<file path="src/rtl/ram_sample_reader.sv">
// Read-side engine for one channel of the circular mic-sample RAM: walks a delayed window
// of the buffer and streams the samples out, absorbing RAM latency and backpressure.
module ram_sample_reader #(
  parameter int unsigned AW = 9,
  parameter int unsigned DW = 16,
  parameter int unsigned LW = 10
) (
  input  logic          clk,
  input  logic          rst_n,
  input  logic          start,
  input  logic [AW-1:0] base_addr,
  input  logic [AW-1:0] delay,
  input  logic [LW-1:0] len,
  output logic [AW-1:0] ram_adb,
  output logic          ram_ceb,
  output logic          ram_oce,
  input  logic [DW-1:0] ram_dout,
  output logic          m_valid,
  input  logic          m_ready,
  output logic [DW-1:0] m_data,
  output logic          m_last,
  output logic          busy,
  output logic          done
);

  typedef enum logic [1:0] {StIdle, StIssue, StDrain} state_e;

  state_e        state_q, state_d;
  logic [AW-1:0] rd_ptr_q, rd_ptr_d;
  logic [LW-1:0] remaining_q, remaining_d;
  logic          inflight_q, inflight_last_q;
  logic          done_q, done_d;

  logic [1:0][DW-1:0] fifo_data_q;
  logic [1:0]         fifo_last_q;
  logic               wr_idx_q, rd_idx_q;
  logic [1:0]         count_q;

  logic [AW-1:0] start_addr;
  logic          run_start, empty_start;
  logic          push, pop, credit_ok;
  logic [2:0]    occ_after;
  logic          issue, issue_last;
  logic [AW-1:0] issue_addr;
  logic [LW-1:0] issue_rem;

  assign start_addr  = base_addr - delay;
  assign run_start   = (state_q == StIdle) && start && (len != '0);
  assign empty_start = (state_q == StIdle) && start && (len == '0);

  assign push = inflight_q;
  assign pop  = m_valid && m_ready;

  // A slot freed by this cycle's pop can be refilled by the read issued now, which keeps the
  // 2-entry FIFO sufficient for one sample per cycle.
  assign occ_after = 3'(count_q) + 3'(inflight_q) - 3'(pop);
  assign credit_ok = occ_after < 3'd2;

  // The first read goes out in the start cycle itself so the first sample is valid two
  // cycles later.
  assign issue      = run_start || ((state_q == StIssue) && credit_ok);
  assign issue_addr = (state_q == StIdle) ? start_addr : rd_ptr_q;
  assign issue_rem  = (state_q == StIdle) ? len : remaining_q;
  assign issue_last = (issue_rem == LW'(1));

  // State register
  always_ff @(posedge clk or negedge rst_n) begin
    if (!rst_n) begin
      state_q     <= StIdle;
      rd_ptr_q    <= '0;
      remaining_q <= '0;
      done_q      <= 1'b0;
    end else begin
      state_q     <= state_d;
      rd_ptr_q    <= rd_ptr_d;
      remaining_q <= remaining_d;
      done_q      <= done_d;
    end
  end

  // Next-state logic
  always_comb begin
    state_d     = state_q;
    rd_ptr_d    = rd_ptr_q;
    remaining_d = remaining_q;
    done_d      = empty_start || (pop && m_last);
    unique case (state_q)
      StIdle: begin
        if (run_start) begin
          rd_ptr_d    = start_addr + AW'(1);
          remaining_d = len - LW'(1);
          state_d     = issue_last ? StDrain : StIssue;
        end
      end
      StIssue: begin
        if (issue) begin
          rd_ptr_d    = rd_ptr_q + AW'(1);
          remaining_d = remaining_q - LW'(1);
          if (issue_last) state_d = StDrain;
        end
      end
      StDrain: begin
        if (pop && m_last) state_d = StIdle;
      end
      default: state_d = StIdle;
    endcase
  end

  // Outputs
  always_comb begin
    ram_ceb = issue;
    ram_adb = issue ? issue_addr : '0;
    ram_oce = 1'b1;
    busy    = (state_q != StIdle);
    done    = done_q;
    m_valid = (count_q != 2'd0);
    m_data  = fifo_data_q[rd_idx_q];
    m_last  = m_valid && fifo_last_q[rd_idx_q];
  end

  // Read-latency pipeline: the last tag travels alongside the outstanding read.
  always_ff @(posedge clk or negedge rst_n) begin
    if (!rst_n) begin
      inflight_q      <= 1'b0;
      inflight_last_q <= 1'b0;
    end else begin
      inflight_q      <= issue;
      inflight_last_q <= issue && issue_last;
    end
  end

  // Skid FIFO
  always_ff @(posedge clk or negedge rst_n) begin
    if (!rst_n) begin
      fifo_data_q <= '0;
      fifo_last_q <= '0;
      wr_idx_q    <= 1'b0;
      rd_idx_q    <= 1'b0;
      count_q     <= 2'd0;
    end else begin
      if (push) begin
        fifo_data_q[wr_idx_q] <= ram_dout;
        fifo_last_q[wr_idx_q] <= inflight_last_q;
        wr_idx_q              <= ~wr_idx_q;
      end
      if (pop) rd_idx_q <= ~rd_idx_q;
      count_q <= count_q + 2'(push) - 2'(pop);
    end
  end

endmodule
</file>
<file path="config.mk">
export PLATFORM = sky130hd
export DESIGN_NAME = ram_sample_reader
export DESIGN_NICKNAME = d
export VERILOG_FILES = /design/src/rtl/ram_sample_reader.sv
export SDC_FILE = /design/constraint.sdc
export NUM_CORES = 1
export LEC_CHECK = 0
export ABC_AREA = 0
export BUFFER_PORTS_ARGS = -buffer_cell sky130_fd_sc_hd__buf_2
export CAP_MARGIN = 15
export CORE_MARGIN = 8
export CORE_UTILIZATION = 50
export DETAILED_ROUTE_END_ITERATION = 6
export HOLD_SLACK_MARGIN = 0.08
export PLACE_DENSITY = 0.8
export SYNTH_ARGS = -nofsm -noshare
export SYNTH_HDL_FRONTEND = slang
export SYNTH_SLANG_ARGS = --single-unit
</file>
<file path="constraint.sdc">
create_clock -name clk -period 3 [get_ports clk]
set_input_delay 0.6 -clock clk [delete_from_list [all_inputs] [get_ports clk]]
set_output_delay 0.6 -clock clk [all_outputs]
set_load 0.02 [all_outputs]
</file>
==> results_dict.tcl <==
set metrics [dict create \
    grt_pass1_vias 3576 \
    max_freq_mhz 294 \
    run_status "finished with violations" \
    setup_violations 10 \
    async_flop_share_pct 100 \
    end_kind "primary output" \
    placementRows 32 \
    slew_violations 0 \
    max-cap-violations 0 \
    core-area_mm2 0.00777 \
    routed-via-count 3496 \
    design_area_mm2 0.00518 \
    grt.overflow.total 0 \
    finalPower_uw 5940 \
    final_core_utilization_pct 66.8 \
    path_clk_slew_ns 0.07 \
    maxSlewHeadroom_pct 46.4 \
    tns_ns -3.71 \
    viasPerCell 5.66 \
    start_util_pct 51.7 \
    layout_min_cycle_time_ns 3.40 \
    clock_latency_ns 0.34 \
    dieArea_mm2 0.0112 \
    die_height_um 106 \
    grt_pass1_wl_um 17400 \
    hpwl_um 7550 \
    yosysWarnings 0 \
    path_class "flip-flop to primary output" \
    numCtsBuffers 9 \
    ios 79 \
    ys_ff_latch 62 \
    rsz0062_at_grt "yes" \
    startpoint_type "flip-flop" \
    drc 0 \
    finalCritPeriodShare_pct 113 \
    worstPathRequired_ns 2.40 \
    tritoncts "built" \
    drive_above_1_share_pct 41.1 \
    ir_drop_v 0.00107 \
    synth.avg_cell_area_um2 9.87 \
    reg2reg_to "rd_ptr_q[2]" \
    htree_num_levels 3 \
    place_area_mm2 0.00484 \
    place_congestion 0.857 \
    syn-cell-area_mm2 0.00402 \
    grt_max_degree 27 \
    track_usage_pct 18.9 \
    antenna_found_initial 0 \
    postCtsHoldBufs 0 \
    crit_end "ram_adb[0]" \
    n_antenna_cell 0 \
    r2r_start "count_q[1]" \
    dr.pass1.iters 4 \
    clk_path_buf_depth 2 \
    p_leak_uw 0.00234 \
    skew_ns 0.00745 \
    hp-class "primary input to asynchronous set/reset pin" \
    rrSetupSlack_ns 0.17 \
    synthFlopType "dfrtp_1" \
    wl_per_cell_um 16.5 \
    nets 573 \
    finalHoldViolCount 0 \
    yosysUniqueCellTypes 62 \
    dieWidth_um 106 \
    arrival_ns 2.80 \
    synth-edff-count 0 \
    wirelength_um 10200 \
    io_buffers 77 \
    fillCellCount 622 \
    syn2layout_area_growth_pct 29.1 \
    clock-sinks 62 \
    place_ws_ns -0.283 \
    fin_ws_ns -0.400 \
    syn-num-nets 469 \
    violations "negative setup slack" \
    power_density_mw_per_mm2 1150 \
    netlist_instances 407 \
    tightest_slew_ns 0.803 \
    cts_root_buf "clkbuf_8" \
    drt_iter0_drc 164 \
    seq_area_frac_synth_pct 38.6 \
    antenna_left 0 \
    setup.worst_path.start "count_q[1]" \
    ff2ff_path_depth 15 \
    cp_max_fo 5 \
]
## critical path, stage by stage (launching register included)
cell	delay (ns)
dfrtp_1	0.39
inv_2	0.09
nand2_4	0.05
and2_4	0.15
ha_4	0.25
inv_2	0.03
ha_4	0.15
fa_2	0.61
nor3_4	0.06
a31oi_4	0.21
buf_12	0.17
a21oi_4	0.04
o21a_2	0.12
buf_6	0.12
## flip-flops by register name, indices dropped and copies added, names as in the netlist
register and cells:
count_q 2, done 1, fifo_data_q 32, fifo_last_q 2
inflight_last_q 1, inflight_q 1, rd_idx_q 1, rd_ptr_q 9
remaining_q 10, state_q 2, wr_idx_q 1
## how the worst min path moves through the flow
stage | startpoint | endpoint | slack, ns | cells after the start
floorplan | rst_n | count_q[0] | 0.30 | 0
global placement | wr_idx_q | wr_idx_q | 0.48 | 1
detailed placement | rd_ptr_q[7] | rd_ptr_q[7] | 0.49 | 2
CTS | rst_n | fifo_data_q[5] | 0.21 | 1
global route | rst_n | fifo_data_q[5] | 0.24 | 1
finish | rst_n | fifo_data_q[5] | 0.21 | 1
## final cells by class
type                            count  area [um^2]  area share [%]
Multi-Input combinational cell    303         2430            46.9
Timing Repair Buffer              114          779            15.0
Clock inverter                      6         86.3            1.67
Sequential cell                    62         1550            29.9
Tap cell                          102          128            2.46
Inverter                           21         78.8            1.52
Clock buffer                       10          128            2.46
## cell families (layout without fill, tap and decap cells)
family | Yosys count | after routing | share of synthesized area (%)
AOI/OAI and AO/OA | 85 | 85 | 14.0
and+or+nand+nor | 118 | 118 | 15.4
DFF | 62 | 62 | 38.6
muxes | 74 | 74 | 20.2
xor gates and xnor gates | 11 | 11 | 2.40
buffers and inverters | 42 | 151 | 4.52
adders and majority gates | 14 | 14 | 4.73
other | 1 | 1 | 0.0933
## cell usage in the layout (no fill, tap or decap), types with 6 or more instances in the layout
cell type	n
dfrtp_1	62
nor2b_1	6
o21ai_0	19
buf_2	67
xnor2_1	6
a21oi_4	6
inv_1	16
buf_6	9
mux2i_1	19
nand2_1	29
buf_4	34
a21oi_1	18
clkbuf_8	9
nor3_1	7
nor2_1	34
mux2_2	54
ha_1	10
## synth_stat cells, types with 2 or more instances
master	n	share of area (%)
fa_1	2	1.0
or3_1	3	0.47
mux2i_1	19	4.7
buf_2	4	0.50
nand4_1	3	0.47
nor2_1	34	3.2
clkbuf_1	11	1.0
nor4b_1	2	0.44
and4_1	3	0.65
nand3_1	4	0.50
a21o_1	3	0.56
xnor2_1	7	1.5
a31oi_1	5	0.78
o32ai_1	2	0.44
o31ai_1	4	0.75
nor3b_1	3	0.56
mux2_2	54	15
a22oi_1	2	0.37
and2_1	7	1.1
ha_1	12	3.7
nor4_1	3	0.47
dfrtp_1	62	39
buf_4	3	0.56
xor2_1	4	0.87
buf_1	2	0.19
o211a_1	2	0.50
a211oi_1	3	0.56
o211ai_1	2	0.37
a21oi_1	24	3.0
and3_1	3	0.47
o21a_1	6	1.1
nand2_1	30	2.8
o21ai_0	19	2.4
inv_1	20	1.9
nor2b_1	6	0.93
nor3_1	8	1.0
## where the power goes
part / switching [uW] / total, uW / internal [uW]
registers: 312 / 1530 / 1220
clock network: 336 / 803 / 466
logic: 1780 / 3610 / 1830
total: 2420 / 5940 / 3520
## metrics by stage
step | instances | hold WS (ns)
after CTS | 617 | 0.209
after floorplan | 407 | 0.304
after global placement | 597 | 0.478
after global routing | 618 | 0.241
after detailed placement | 597 | 0.487
final | 618 | 0.213
## metal layers
| metal | track usage, % | routed length [um] |
|---|---|---|
| met5 | 0 | 0 |
| met4 | 6.43 | 155 |
| met3 | 4.75 | 705 |
| met2 | 31.3 | 5000 |
| met1 | 23.3 | 4340 |
## repair_timing
action,in CTS,in global routing
buffers inserted,3,1
setup endpoints to repair,10,13
pin swaps,4,1
cloned,1,0
gates resized for setup,23,0
Note: power is estimated with default switching activity, not from simulation.
